==> src/rtl/store_buffer_if.sv <==
// rtl/store_buffer_if.sv - pipeline and data-memory signals of the store buffer
interface store_buffer_if #(
    parameter int PC_BITS = 32
);
    logic               mem_write_m;
    logic               mem_read_m;
    logic [PC_BITS-1:0] alu_out_m;
    logic [PC_BITS-1:0] write_data_m;
    logic [PC_BITS-1:0] read_data_m;
    logic               stall_m;
    logic [PC_BITS-1:0] dm_addr;
    logic [PC_BITS-1:0] dm_wdata;
    logic               dm_we;
    logic [PC_BITS-1:0] dm_rdata;
    logic               sb_empty;

    modport slave (
        input  mem_write_m, mem_read_m, alu_out_m, write_data_m, dm_rdata,
        output read_data_m, stall_m, dm_addr, dm_wdata, dm_we, sb_empty
    );

    modport master (
        output mem_write_m, mem_read_m, alu_out_m, write_data_m, dm_rdata,
        input  read_data_m, stall_m, dm_addr, dm_wdata, dm_we, sb_empty
    );
endinterface

==> src/rtl/store_buffer.sv <==
// rtl/store_buffer.sv - posted-write FIFO in front of the data memory port
// STORE_FWD_EN selects load forwarding; otherwise matching loads stall until drained.
module store_buffer #(
    parameter int PC_BITS = 32,
    parameter int DEPTH   = 4
) (
    input  logic           clk,
    input  logic           rst,
    store_buffer_if.slave  sb
);
    localparam int LOG = $clog2(DEPTH);

    logic [PC_BITS-1:0] addr_q [DEPTH];
    logic [PC_BITS-1:0] data_q [DEPTH];
    logic [LOG-1:0]     head_q, head_d;
    logic [LOG-1:0]     tail_q, tail_d;
    logic [LOG:0]       count_q, count_d;

    logic full, hit, drain, enq, load_block;

    assign full = (count_q == (LOG+1)'(DEPTH));
    assign enq  = sb.mem_write_m && !full;

`ifdef STORE_FWD_EN
    logic [PC_BITS-1:0] fwd_data;

    // Walk oldest to youngest so the last match (closest to tail) wins.
    always_comb begin
        hit      = 1'b0;
        fwd_data = '0;
        for (int k = 0; k < DEPTH; k++) begin
            if (((LOG+1)'(k) < count_q) && (addr_q[head_q + LOG'(k)] == sb.alu_out_m)) begin
                hit      = 1'b1;
                fwd_data = data_q[head_q + LOG'(k)];
            end
        end
    end

    assign load_block     = 1'b0;
    assign sb.read_data_m = hit ? fwd_data : sb.dm_rdata;
`else
    always_comb begin
        hit = 1'b0;
        for (int k = 0; k < DEPTH; k++) begin
            if (((LOG+1)'(k) < count_q) && (addr_q[head_q + LOG'(k)] == sb.alu_out_m)) begin
                hit = 1'b1;
            end
        end
    end

    // A load hitting a pending store gives the port to the drain instead.
    assign load_block     = sb.mem_read_m && hit;
    assign sb.read_data_m = sb.dm_rdata;
`endif

    assign drain       = (count_q != '0) && (!sb.mem_read_m || load_block);
    assign sb.stall_m  = (sb.mem_write_m && full) || load_block;
    assign sb.sb_empty = (count_q == '0);

    always_comb begin
        sb.dm_we    = 1'b0;
        sb.dm_addr  = sb.alu_out_m;
        sb.dm_wdata = '0;
        if (drain) begin
            sb.dm_we    = 1'b1;
            sb.dm_addr  = addr_q[head_q];
            sb.dm_wdata = data_q[head_q];
        end
    end

    always_comb begin
        head_d  = drain ? head_q + LOG'(1) : head_q;
        tail_d  = enq ? tail_q + LOG'(1) : tail_q;
        count_d = count_q;
        case ({enq, drain})
            2'b10:   count_d = count_q + (LOG+1)'(1);
            2'b01:   count_d = count_q - (LOG+1)'(1);
            default: count_d = count_q;
        endcase
    end

    always_ff @(posedge clk or posedge rst) begin
        if (rst) begin
            head_q  <= '0;
            tail_q  <= '0;
            count_q <= '0;
            for (int i = 0; i < DEPTH; i++) begin
                addr_q[i] <= '0;
                data_q[i] <= '0;
            end
        end else begin
            head_q  <= head_d;
            tail_q  <= tail_d;
            count_q <= count_d;
            if (enq) begin
                addr_q[tail_q] <= sb.alu_out_m;
                data_q[tail_q] <= sb.write_data_m;
            end
        end
    end
endmodule

==> src/flat_wrapper.sv <==
// flat-port wrapper written by rule: the top's interface ports become plain ports
module store_buffer_flat 
#(
    parameter int PC_BITS = 32,
    parameter int DEPTH   = 4
)
  (clk, rst, sb_mem_write_m, sb_mem_read_m, sb_alu_out_m, sb_write_data_m, sb_dm_rdata, sb_read_data_m, sb_stall_m, sb_dm_addr, sb_dm_wdata, sb_dm_we, sb_sb_empty);
  store_buffer_if #(.PC_BITS(PC_BITS)) sb_i ();
  input  logic clk;
  input  logic rst;
  input wire logic [$bits(sb_i.mem_write_m)-1:0] sb_mem_write_m;
  input wire logic [$bits(sb_i.mem_read_m)-1:0] sb_mem_read_m;
  input wire logic [$bits(sb_i.alu_out_m)-1:0] sb_alu_out_m;
  input wire logic [$bits(sb_i.write_data_m)-1:0] sb_write_data_m;
  input wire logic [$bits(sb_i.dm_rdata)-1:0] sb_dm_rdata;
  output wire logic [$bits(sb_i.read_data_m)-1:0] sb_read_data_m;
  output wire logic [$bits(sb_i.stall_m)-1:0] sb_stall_m;
  output wire logic [$bits(sb_i.dm_addr)-1:0] sb_dm_addr;
  output wire logic [$bits(sb_i.dm_wdata)-1:0] sb_dm_wdata;
  output wire logic [$bits(sb_i.dm_we)-1:0] sb_dm_we;
  output wire logic [$bits(sb_i.sb_empty)-1:0] sb_sb_empty;
  assign sb_i.mem_write_m = sb_mem_write_m;
  assign sb_i.mem_read_m = sb_mem_read_m;
  assign sb_i.alu_out_m = sb_alu_out_m;
  assign sb_i.write_data_m = sb_write_data_m;
  assign sb_i.dm_rdata = sb_dm_rdata;
  assign sb_read_data_m = sb_i.read_data_m;
  assign sb_stall_m = sb_i.stall_m;
  assign sb_dm_addr = sb_i.dm_addr;
  assign sb_dm_wdata = sb_i.dm_wdata;
  assign sb_dm_we = sb_i.dm_we;
  assign sb_sb_empty = sb_i.sb_empty;
  store_buffer #(.PC_BITS(PC_BITS), .DEPTH(DEPTH)) u_core (.clk(clk), .rst(rst), .sb(sb_i));
endmodule
==> config.mk <==
export PLATFORM = sky130hd
export DESIGN_NAME = store_buffer_flat
export DESIGN_NICKNAME = d
export VERILOG_FILES = /design/src/rtl/store_buffer_if.sv /design/src/rtl/store_buffer.sv /design/src/flat_wrapper.sv
export SDC_FILE = /design/constraint.sdc
export NUM_CORES = 1
export LEC_CHECK = 0
export CAP_MARGIN = 20
export CORE_AREA = 2 2 214 132
export CTS_CLUSTER_DIAMETER = 100
export DETAILED_ROUTE_END_ITERATION = 16
export DIE_AREA = 0 0 216 134
export GPL_ROUTABILITY_DRIVEN = 0
export PLACE_DENSITY_LB_ADDON = 0.25
export SKIP_CTS_REPAIR_TIMING = 1
export SLEW_MARGIN = 0
export SYNTH_ARGS = -nofsm -noshare
export SYNTH_HDL_FRONTEND = slang
export SYNTH_SLANG_ARGS = --single-unit
==> constraint.sdc <==
create_clock -name clk -period 13.8 [get_ports clk]
set_clock_uncertainty 0.05 [all_clocks]
set_input_delay 1.38 -clock clk [delete_from_list [all_inputs] [get_ports clk]]
set_output_delay 1.38 -clock clk [all_outputs]
set_load 0.05 [all_outputs]
==> results.sh <==
export IMPL_finalHoldViolCount=0
export IMPL_final_layout_size_suffix_gt1_frac=0.283
export IMPL_crit_required_ns=12.37
export IMPL_cap_violations=0
export IMPL_globalRouteOverflowTotal=0
export IMPL_syn_inst=1317
export IMPL_drtIter0Drc=1353
export IMPL_setup_viol=0
export IMPL_area_growth_pct=12.6
export IMPL_met3_usage=0.129
export IMPL_rr_startpoint="u_core.head_q[0]"
export IMPL_slew_violations=0
export IMPL_cts_made_buffers=26
export IMPL_path_cells="buf_12 > mux4_2 > xnor2_1 > nand2_1 > or4_1 > or4b_1 > o32ai_4 > o31ai_4 > buf_4 > mux2_1 > clkdlybuf4s50_1"
export IMPL_crit_slowest_cell="dfrtp_4"
export IMPL_tritoncts="yes"
export IMPL_setup_tns_ns=0
export IMPL_min_delay_start="u_core.data_q[20]"
export IMPL_ys_flop_type="dfrtp_1"
export IMPL_cts_root_buf="clkbuf_16"
export IMPL_dr_pass1_iters=6
export IMPL_min_period_ns=7.78
export IMPL_utilization=0.688
export IMPL_setup_worst_path_start="u_core.head_q[0]"
export IMPL_core_rowCount=47
export IMPL_drc_errors=0
export IMPL_ys_warn_count=0
export IMPL_synth_top_cell_by_area="dfrtp_1"
export IMPL_slew_headroom=0.280
export IMPL_core_area_sq_um=27100
export IMPL_drt_wl_total_um=43500
export IMPL_final_nets=1462
export IMPL_synth_seq_cells=263
export IMPL_fin_crit_sh=0.564
export IMPL_cp_buffers_inverters=3
export IMPL_grt_pass1_wl_um=67600
export IMPL_via_per_inst=6.63
export IMPL_grt_busiest_layer="met1"
export IMPL_p_per_area_nw_per_um2=296
export IMPL_synth_most_common_cell="dfrtp_1"
export IMPL_seq_area_frac_synth=0.398
export IMPL_arrival_ns=6.35
export IMPL_tightest_slew_ns=1.08
export IMPL_status="complete, no violations"
export IMPL_rsz0062_at_grt="false"
export IMPL_die_area_sq_um=28900
export IMPL_io_pin_count=199
export IMPL_synthArstFlopShare=1.00
export IMPL_synth_area_leaders="dfrtp_1, mux4_2, mux2_2"
export IMPL_synth_nets=1426
export IMPL_ir_worst_vdd_mv=0.193
export IMPL_grt_use_met1=0.452
export IMPL_crit_path_start_kind="flop"
export IMPL_die_x_um=216
export IMPL_cp_top_family="buffers and inverters"
export IMPL_grt_max_degree=134
export IMPL_ys_types=65
export IMPL_worstSetupPathType="reg2out"
export IMPL_holdCritPathClass="reg2reg"
export IMPL_use_met2=0.412
export IMPL_clk_pin_slew_ns=0.06
export IMPL_die_y_um=134
export IMPL_grt_usage=0.303
export IMPL_synth_area_sq_um=16500
export IMPL_antenna_found_initial=0
export IMPL_ctsLongestPathBuffers=3
export IMPL_htree_levels=1
export IMPL_place_port_buffers=134
export IMPL_drtAntennaViolNets=0
export IMPL_via_count=11500
export IMPL_synth_edf_count=0
export IMPL_synth_top_cells_by_count="dfrtp_1, mux2_2, mux4_2"
export IMPL_hpwl_um=29100
export IMPL_critPathMaxStageDelay_ns=1.08
export IMPL_leakage_nw=7.58
export IMPL_grt_pass1_vias=11300
export IMPL_syn_area_per_cell_sq_um=12.6
export IMPL_initial_core_util=0.611
export IMPL_clkLatencyLatePin_ns=0.55
export IMPL_wire_per_inst_um=25.0
export IMPL_end_kind="output port"
export IMPL_netlist_area_leader_share=0.398
export IMPL_cts_sink_count=263
export IMPL_fmax_mhz=129
export IMPL_critPathMaxFanout=133
per-layer routing:
layer / share of wire / vias to the layer above
met5: 0.0025 / -
met4: 0.021 / 2
met3: 0.12 / 83
met2: 0.42 / 603
met1: 0.43 / 5907
li1: - / 4947
registers in the layout, summed over array words and instances, names as in the netlist:
signal          count
u_core.addr_q     128
u_core.data_q     128
u_core.count_q      3
u_core.head_q       2
u_core.tail_q       2
cell type report:
type	count	area [sq um]
Timing Repair Buffer	147	1490
Clock inverter	13	184
Fill cell	1932	8430
Sequential cell	263	6590
Inverter	27	109
Tap cell	367	459
Antenna cell	1	2.50
Clock buffer	35	746
Multi-Input combinational cell	888	9040
power by group:
group | switching, mW | internal, mW | total [mW]
sequential | 0.409 | 1.16 | 1.57
clock | 0.320 | 0.456 | 0.777
combinational | 1.65 | 1.52 | 3.17
total | 2.38 | 3.13 | 5.51
cells in the final DEF, fill, tap and decap left out, types with 10 or more instances in the layout:
| cell | netlist | routed |
|---|---|---|
| clkdlybuf4s50_1 | 0 | 134 |
| mux4_2 | 109 | 109 |
| o21ai_0 | 81 | 81 |
| xnor2_1 | 86 | 86 |
| buf_4 | 40 | 10 |
| mux2i_1 | 90 | 90 |
| clkbuf_16 | 0 | 27 |
| mux2_2 | 206 | 206 |
| mux2_1 | 27 | 27 |
| inv_1 | 23 | 22 |
| nor2b_1 | 32 | 32 |
| nand2_1 | 97 | 93 |
| xor2_1 | 17 | 17 |
| dfrtp_1 | 263 | 261 |
| nand4_1 | 18 | 18 |
stage by stage:
stage / instance area (sq um) / setup WS, ns / power (mW) / instances / hold slack, ns
after floorplan: 16500 / 5.13 / 3.89 / 1317 / 0.420
after global placement: 17600 / 6.77 / 4.57 / 1690 / 0.431
after detailed placement: 17600 / 6.72 / 4.66 / 1690 / 0.437
after CTS: 18600 / 6.11 / 5.46 / 1738 / 0.453
after global routing: 18600 / 5.77 / 5.77 / 1740 / 0.463
final: 18600 / 6.02 / 5.51 / 1741 / 0.454
path summary, 6_finish.rpt:
path / slack (ns) / endpoint / cells after the start
worst min register to register: 0.45 / u_core.data_q[20] / 1
worst max-delay path: 6.02 / sb_dm_addr[31] / 11
min in group asynchronous: 1.32 / u_core.head_q[0] / 2
worst max register to register: 8.21 / u_core.count_q[2] / 14
worst min-delay path: 0.45 / u_core.data_q[20] / 1
max in group asynchronous: 10.66 / u_core.head_q[1] / 3
kinds of logic after synthesis:
group / after synthesis / share of synthesized area
XOR/XNOR: 103 / 0.0546
flip-flops: 263 / 0.398
adder cells (fa/ha/maj): 9 / 0.00681
multiplexers: 437 / 0.366
AND/OR/NAND/NOR: 179 / 0.0524
AO/OA/AOI/OAI: 160 / 0.0655
buffers and inverters: 166 / 0.0568
Note: power is estimated with default switching activity, not from simulation.
